[config.mk]
export PLATFORM = sky130hd
export DESIGN_NAME = ibex_mem_arbiter
export DESIGN_NICKNAME = d
export VERILOG_FILES = /design/src/rtl/ibex_mem_arbiter.sv
export SDC_FILE = /design/constraint.sdc
export NUM_CORES = 1
export LEC_CHECK = 0
export ABC_AREA = 0
export BUFFER_PORTS_ARGS = -buffer_cell sky130_fd_sc_hd__buf_2
export CAP_MARGIN = 10
export CORE_AREA = 2 2 111 113
export DETAILED_ROUTE_END_ITERATION = 8
export DIE_AREA = 0 0 113 115
export PLACE_DENSITY = 0.55
export SLEW_MARGIN = 20
export SYNTH_ARGS = -nofsm -noshare
export SYNTH_HDL_FRONTEND = slang
export SYNTH_SLANG_ARGS = --single-unit
[constraint.sdc]
create_clock -name clk_i -period 2.3 [get_ports clk_i]
set_input_delay 0.115 -clock clk_i [delete_from_list [all_inputs] [get_ports clk_i]]
set_output_delay 0.115 -clock clk_i [all_outputs]
set_load 0.02 [all_outputs]
[src/rtl/ibex_mem_arbiter.sv]
// ibex_mem_arbiter
//   Shares one memory port between the Ibex instruction-fetch master and the
//   LSU data master. Both sides use the req/gnt/rvalid protocol. A small FIFO
//   records the source of every granted request, so that in-order responses
//   can be steered back to the master that issued them.
//
// Optional feature (macro IBEX_ARB_STARVE_GUARD_EN):
//   When the macro is defined, a starvation counter gives fetch priority once
//   it has been denied for STARVE_LIMIT cycles. When the macro is undefined,
//   data always has priority.
//
// Ports:
//   clk_i, rst_i              clock, synchronous active-high reset
//   instr_req_i/addr_i        fetch request (read only)
//   instr_gnt/rvalid/rdata/err_o   fetch grant and response
//   data_req/we/be/addr/wdata_i    LSU request
//   data_gnt/rvalid/rdata/err_o    LSU grant and response
//   mem_req/we/be/addr/wdata_o     shared memory request
//   mem_gnt/rvalid/rdata/err_i     shared memory grant and response
//   busy_o                    transaction outstanding or request held
//   proto_err_o               sticky: rvalid seen with nothing outstanding
module ibex_mem_arbiter #(
    parameter int AW              = 32,
    parameter int DW              = 32,
    parameter int MAX_OUTSTANDING = 2,
    parameter int STARVE_LIMIT    = 4
) (
    input  logic            clk_i,
    input  logic            rst_i,
    input  logic            instr_req_i,
    input  logic [AW-1:0]   instr_addr_i,
    output logic            instr_gnt_o,
    output logic            instr_rvalid_o,
    output logic [DW-1:0]   instr_rdata_o,
    output logic            instr_err_o,
    input  logic            data_req_i,
    input  logic            data_we_i,
    input  logic [DW/8-1:0] data_be_i,
    input  logic [AW-1:0]   data_addr_i,
    input  logic [DW-1:0]   data_wdata_i,
    output logic            data_gnt_o,
    output logic            data_rvalid_o,
    output logic [DW-1:0]   data_rdata_o,
    output logic            data_err_o,
    output logic            mem_req_o,
    output logic            mem_we_o,
    output logic [DW/8-1:0] mem_be_o,
    output logic [AW-1:0]   mem_addr_o,
    output logic [DW-1:0]   mem_wdata_o,
    input  logic            mem_gnt_i,
    input  logic            mem_rvalid_i,
    input  logic [DW-1:0]   mem_rdata_i,
    input  logic            mem_err_i,
    output logic            busy_o,
    output logic            proto_err_o
);
    localparam int PW = (MAX_OUTSTANDING > 1) ? $clog2(MAX_OUTSTANDING) : 1;
    localparam int CW = $clog2(MAX_OUTSTANDING + 1);

    typedef enum logic [1:0] {IDLE, HOLD_I, HOLD_D} state_t;

    state_t          state_reg, state_next;
    logic            src_fifo_reg [MAX_OUTSTANDING];  // 0 = instr, 1 = data
    logic [PW-1:0]   wr_ptr_reg, rd_ptr_reg;
    logic [CW-1:0]   count_reg;
    logic            proto_err_reg;
    logic            prio_flag;
    logic            sel_data, sel_req, fifo_full, fifo_empty;
    logic            gnt, push, pop, head_src;

    function automatic logic [PW-1:0] ptr_inc(input logic [PW-1:0] p);
        return (p == PW'(MAX_OUTSTANDING - 1)) ? '0 : p + 1'b1;
    endfunction

    // Master selection: locked while holding, otherwise data first unless
    // fetch has earned priority.
    always_comb begin
        sel_data = 1'b0;
        case (state_reg)
            HOLD_I:  sel_data = 1'b0;
            HOLD_D:  sel_data = 1'b1;
            default: sel_data = data_req_i & (~prio_flag | ~instr_req_i);
        endcase
    end

    assign sel_req    = sel_data ? data_req_i : instr_req_i;
    assign fifo_full  = (count_reg == CW'(MAX_OUTSTANDING));
    assign fifo_empty = (count_reg == '0);

    assign mem_req_o   = sel_req & ~fifo_full & ~rst_i;
    assign mem_we_o    = sel_data & data_we_i;
    assign mem_be_o    = sel_data ? data_be_i : '1;
    assign mem_addr_o  = sel_data ? data_addr_i : instr_addr_i;
    assign mem_wdata_o = sel_data ? data_wdata_i : '0;

    assign gnt         = mem_req_o & mem_gnt_i;
    assign instr_gnt_o = gnt & ~sel_data;
    assign data_gnt_o  = gnt & sel_data;

    assign push     = gnt;
    assign pop      = mem_rvalid_i & ~fifo_empty & ~rst_i;
    assign head_src = src_fifo_reg[rd_ptr_reg];

    assign instr_rvalid_o = pop & ~head_src;
    assign data_rvalid_o  = pop & head_src;
    assign instr_rdata_o  = mem_rdata_i;
    assign data_rdata_o   = mem_rdata_i;
    assign instr_err_o    = mem_err_i;
    assign data_err_o     = mem_err_i;

    assign busy_o      = ~rst_i & ((count_reg != '0) | (state_reg != IDLE));
    assign proto_err_o = proto_err_reg;

    // Next state: hold only while a presented request is waiting for grant.
    // A request held back by a full FIFO was never presented, so it stays IDLE.
    always_comb begin
        state_next = state_reg;
        case (state_reg)
            IDLE: begin
                if (mem_req_o && !mem_gnt_i)
                    state_next = sel_data ? HOLD_D : HOLD_I;
            end
            default: begin
                if (!sel_req || gnt)
                    state_next = IDLE;
            end
        endcase
    end

    always_ff @(posedge clk_i) begin
        if (rst_i) begin
            state_reg     <= IDLE;
            wr_ptr_reg    <= '0;
            rd_ptr_reg    <= '0;
            count_reg     <= '0;
            proto_err_reg <= 1'b0;
        end else begin
            state_reg <= state_next;
            if (push)
                wr_ptr_reg <= ptr_inc(wr_ptr_reg);
            if (pop)
                rd_ptr_reg <= ptr_inc(rd_ptr_reg);
            case ({push, pop})
                2'b10:   count_reg <= count_reg + 1'b1;
                2'b01:   count_reg <= count_reg - 1'b1;
                default: count_reg <= count_reg;
            endcase
            if (mem_rvalid_i && fifo_empty)
                proto_err_reg <= 1'b1;
        end
    end

    // Source storage needs no reset: entries are only read after a push.
    generate
        for (genvar gi = 0; gi < MAX_OUTSTANDING; gi++) begin : g_src
            always_ff @(posedge clk_i) begin
                if (push && (wr_ptr_reg == PW'(gi)))
                    src_fifo_reg[gi] <= sel_data;
            end
        end
    endgenerate

`ifdef IBEX_ARB_STARVE_GUARD_EN
    localparam int SW = $clog2(STARVE_LIMIT + 1);

    logic [SW-1:0] starve_cnt_reg, starve_cnt_next;
    logic          prio_flag_reg, prio_flag_next;

    always_comb begin
        starve_cnt_next = starve_cnt_reg;
        prio_flag_next  = prio_flag_reg;
        if (instr_gnt_o) begin
            starve_cnt_next = '0;
            prio_flag_next  = 1'b0;
        end else begin
            if (instr_req_i && (starve_cnt_reg < SW'(STARVE_LIMIT)))
                starve_cnt_next = starve_cnt_reg + 1'b1;
            prio_flag_next = (starve_cnt_next == SW'(STARVE_LIMIT));
        end
    end

    always_ff @(posedge clk_i) begin
        if (rst_i) begin
            starve_cnt_reg <= '0;
            prio_flag_reg  <= 1'b0;
        end else begin
            starve_cnt_reg <= starve_cnt_next;
            prio_flag_reg  <= prio_flag_next;
        end
    end

    assign prio_flag = prio_flag_reg;
`else
    assign prio_flag = 1'b0;
`endif

endmodule
# Word-level counts from Yosys, hierarchy flattened
# Memory sizes are Yosys's and may differ from the RTL's. A register that Yosys moved wholly into a read port is not among the register bits.
# Index checks and enable logic that the tools add are counted.
[totals] ff_bits=7 out_inout_bits=142 in_bits=140 mem_count=1 elab_cells=70 ram_bits=2
[memory_table] memory="src_fifo_reg" words=2 width=1 rd=1 rd_clocked_by_memory_dff=1 wr=1 line="63" rtl="logic src_fifo_reg [MAX_OUTSTANDING];"
[op_classes] bitwise=18 reduce_logical=15 n_addsub=4 n_mux=21 n_eq_ne=6
[op_table] operator="$mux W32" n=2
[op_table] operator="$mux W1" n=12
[op_table] operator="$and A1 B1 Y1" n=11
[op_table] operator="$mux W2" n=4
[op_table] operator="$reduce_bool A2 Y1" n=4
[op_table] operator="$eq A2 B2 Y1 const B" n=3
[op_table] operator="$not A1 Y1" n=6
[op_table] operator="$eq A2 B1 Y1 const B" n=2
[op_table] operator="$logic_and A1 B1 Y1" n=4
[op_table] operator="$logic_not A2 Y1" n=2
[op_table] operator="$mux W4" n=1
[op_table] operator="$pmux W2 S2" n=1
[op_table] operator="$add A1 B1 Y1 const B" n=2
[op_table] operator="$add A2 B1 Y2 const B" n=1
[op_table] operator="$logic_not A1 Y1" n=2
[op_table] operator="$ne A2 B2 Y1 const B" n=1
[op_table] operator="$pmux W1 S2" n=1
[op_table] operator="$reduce_and A2 Y1" n=1
[op_table] operator="$sub A2 B1 Y2 const B" n=1
[op_table] operator="$logic_or A1 B1 Y1" n=1
[op_table] operator="$or A1 B1 Y1" n=1
[op_table] operator="$reduce_or A1 Y1" n=1

# Longest topological paths before layout
[logic_depth] word_depth=11 depth_mapped=7 depth_no_buf=7

# Worst setup path before layout
# Ideal clock, no wire load.
[synth_timing] kind="register -> output" startpoint="register state_reg[0]" endpoint="output instr_gnt_o" path_stages_with_launch=7 required_time_ns=2.185 arrival_time_ns=1.685 path_slack_ns=0.500 path_buffers=1 cell_sequence="dfxtp_1 -> inv_1 -> ha_1 -> mux2i_2 -> inv_2 -> buf_1 -> nor2_1"
[synth_between] elab_chain_cells=7 elab_cells_between_ends=9 cone_classes="eq/ne: 2; mux: 2; bitwise: 5"
[synth_lines] element="start: declaration" line="62" rtl="state_t state_reg, state_next;"
[synth_lines] element="start signal: assignment" line="138" rtl="state_reg <= state_next;"
[synth_lines] element="$eq A2 B2 Y1 or $eq A2 B1 Y1 (tied branches)" line="79" rtl="case (state_reg)"
[synth_lines] element="$pmux W1 S2 *" line="79"
[synth_lines] element="named net sel_data" line="68" rtl="logic sel_data, sel_req, fifo_full, fifo_empty;"
[synth_lines] element="$mux W1" line="86" rtl="assign sel_req = sel_data ? data_req_i : instr_req_i;"
[synth_lines] element="$and A1 B1 Y1 (2 in series)" line="90" rtl="assign mem_req_o = sel_req & ~fifo_full & ~rst_i;"
[synth_lines] element="$and A1 B1 Y1" line="96" rtl="assign gnt = mem_req_o & mem_gnt_i;"
[synth_lines] element="$and A1 B1 Y1 *" line="97" rtl="assign instr_gnt_o = gnt & ~sel_data;"
[synth_lines] element="end: declaration" line="32" rtl="output logic instr_gnt_o,"
# The timed path passes the listed nets; every way through them passes the cells marked *.

# Worst setup path after layout
[layout_timing] startpoint="register state_reg[0]" endpoint="output mem_addr_o[2]"
[layout_between] elab_chain_cells=3 elab_cells_between_ends=4 cone_classes="eq/ne: 2; mux: 2"
[layout_lines] element="$eq A2 B2 Y1 or $eq A2 B1 Y1 (tied branches)" line="79"
[layout_lines] element="$pmux W1 S2 *" line="79"
[layout_lines] element="$mux W32 *" line="93" rtl="assign mem_addr_o = sel_data ? data_addr_i : instr_addr_i;"
[layout_lines] element="end: declaration" line="48" rtl="output logic [AW-1:0] mem_addr_o,"
# Every way passes the cells marked *; elsewhere a longest branch is shown, timed or not.

==> results_dict.tcl <==
set metrics [dict create \
    status "complete, but fails checks" \
    violations "design-rule violations" \
    post-synth-top-area-cell "buf_4" \
    synth_top_area_frac 0.2859 \
    viasPerCell 3.755 \
    ios 282 \
    place.gp.congestion 0.7448 \
    layout_commonest_cell "buf_2" \
    max_freq_mhz 470.1 \
    grt_max_degree 40 \
    cp-start-kind "flop" \
    p_seq_frac 0.125 \
    p_clk_frac 0.190 \
    min_period_ns 2.127 \
    fillers 1356 \
    drt_iter0_drc 115 \
    clockBufferDepth 2 \
    rr_worst_depth 6 \
    grt_pass1_vias 1659 \
    ctsResizeCount 0 \
    hold_path.class "input port to flop" \
    root_buffer "clkbuf_16" \
    syn2layout_area_growth_pct 38.27 \
    dieArea_um2 13000 \
    hold_buffers 0 \
    swShare 0.4985 \
    worst_pin_slew_ns 0.5471 \
    die_h_um 115 \
    timing.max_cap.violations 0 \
    synth_cells 281 \
    dp_hpwl_um 4545 \
    most-common-layout-cells "182 x buf_2, 100 x nand2_1, 33 x and2_1" \
    hold_viol_final 0 \
    core-area_um2 11810 \
    cts_tree "yes" \
    gr-total-overflow 0 \
    period_share 0.9248 \
    cp_max_fo 32 \
    power.switching_uw 848.0 \
    io_buffers 182 \
    grt_pass1_wl_um 7527 \
    setup_tns_ns 0 \
    holdPathStages 3 \
    p_per_area_nw_per_um2 710.0 \
    worstSkewPairLatency_ns 0.24 \
    slew_violations 0 \
    placed_cells 535 \
    avgRoutedWirePerCell_um 10.12 \
    synth_cell_types 38 \
    maxSlewHeadroom 0.6314 \
    firstDrtPassIters 6 \
    postSynthAreaPerCell_um2 6.167 \
    antenna_found_initial 0 \
    drive_above_1_share 0.5000 \
    synth_area_leaders "buf_4 29%, nand2_1 22%, and2_1 12%" \
    final_cell_count_no_fill 539 \
    seq_area_frac_synth 0.1271 \
    irDropWorstVdd_uv 227.6 \
    internal_power_uw 853.3 \
    worst-setup-path-type "flop to primary output" \
    vias 2024 \
    fp-row-count 40 \
    crit_path_end_kind "primary output" \
    num_antenna_cells 0 \
    finalSetupViolCount 0 \
    cts_made_buffers 3 \
    track_usage 0.07036 \
    post_cts_buffers 0 \
    synth_area_um2 1733 \
    ys_warn_count 0 \
    clock_sinks 10 \
    leakagePower_uw 0.001431 \
    cts.clk_slew.worst_paths_ns 0.04 \
    grt_setup_unrepaired "no" \
    die_w_um 113 \
    worstPathArrival_ns 2.01 \
    ys_ff_latch 10 \
    wl_um 5452 \
    pwr-share-comb 0.685 \
    required_ns 2.18 \
    fin_worst_skew_ns 0.001512 \
    h-tree-depth 1 \
    drc 20 \
    drtAntennaViolNets 0 \
    mappedNetlistNets 423 \
    nets 535 \
    initial_utilization 0.1467 \
]
metrics by stage:
step	util	hold slack [ns]	power (uW)	worst slack, ns	cell area (um^2)
6_report	0.2029	0.1771	1701	0.1729	2396
3_3_place_gp	0.1962	0.2302	1396	0.4033	2317
3_5_place_dp	0.1962	0.2302	1390	0.3709	2317
2_1_floorplan	-	0.2557	1139	0.5004	1733
5_1_grt	0.2029	0.2172	1819	0.05224	2396
4_1_cts	0.2029	0.1864	1716	0.1531	2396
Yosys cell counts:
| library cell | n |
|---|---|
| and2_1 | 33 |
| and3_1 | 1 |
| inv_1 | 6 |
| a21boi_0 | 1 |
| mux2i_2 | 1 |
| inv_2 | 1 |
| a21oi_1 | 5 |
| dfxtp_1 | 8 |
| nor2b_1 | 3 |
| buf_2 | 1 |
| o21ai_0 | 4 |
| buf_4 | 66 |
| a31oi_1 | 2 |
| nor3_1 | 3 |
| a2111oi_2 | 1 |
| inv_4 | 1 |
| nor2_1 | 9 |
| buf_1 | 3 |
| or3_1 | 1 |
| clkbuf_1 | 8 |
| a211o_1 | 1 |
| or3b_1 | 1 |
| a21boi_1 | 1 |
| ha_1 | 2 |
| mux2i_1 | 1 |
| nor3b_1 | 1 |
| a211oi_2 | 1 |
| nor2_2 | 1 |
| o31a_1 | 1 |
| nor3_2 | 1 |
| o21ai_1 | 1 |
| nand2_1 | 100 |
| o2111ai_2 | 1 |
| nand2b_1 | 5 |
| o211ai_1 | 1 |
| edfxtp_1 | 2 |
| o211a_1 | 1 |
| xor2_1 | 1 |
layer usage:
metal	routed length, um	GRT usage	share of wire	vias up
met1	1947	0.07805	0.36	827
li1	-	-	-	1028
met2	2688	0.1269	0.49	153
met3	641	0.01265	0.12	16
met4	174	0.03984	0.032	0
met5	0	0	0	-
area by class of cell:
cell class              instances  area (um^2)  area share
clock buffers                   4        78.83     0.03290
inverters                       8        32.53     0.01358
multi-input cells             185        947.2      0.3953
flip-flops and latches         10        220.2     0.09191
well taps                     147        183.9     0.07676
repair buffers                185        933.4      0.3896
worst paths after layout:
path,startpoint,to,slack (ns)
worst max-delay path,state_reg[0]$_SDFFE_PP0P_,mem_addr_o[2],0.17
worst max register to register,state_reg[0]$_SDFFE_PP0P_,src_fifo_reg[0]$_DFFE_PP_,0.36
worst min register to register,proto_err_o$_SDFFE_PP0P_,proto_err_o$_SDFFE_PP0P_,0.46
worst min-delay path,mem_rvalid_i,proto_err_o$_SDFFE_PP0P_,0.18
power groups by stage:
stage          Clock [uW]  Sequential, uW  Combinational, uW
5_1_grt               333             216               1270
3_5_place_dp            0             216               1170
6_report              323             213               1160
3_3_place_gp            0             215               1180
2_1_floorplan           0             215                924
4_1_cts               326             213               1180
worst max-delay path: stages, from the launching register on:
cell and delay (ns):
dfxtp_1 0.32, inv_1 0.07, ha_1 0.37, mux2i_4 0.28, buf_4 0.34, nand2_1 0.09, nand2_1 0.10, buf_2 0.17
logic make-up after synthesis:
logic type               synth area share
AND/OR/NAND/NOR                    0.4188
adder cells (fa/ha/maj)           0.01444
flip-flops                         0.1271
AO/OA/AOI/OAI                     0.08953
buffers and inverters              0.3314
multiplexers                      0.01372
XOR/XNOR                         0.005055
No activity file was read; power rests on OpenSTA's default activity.
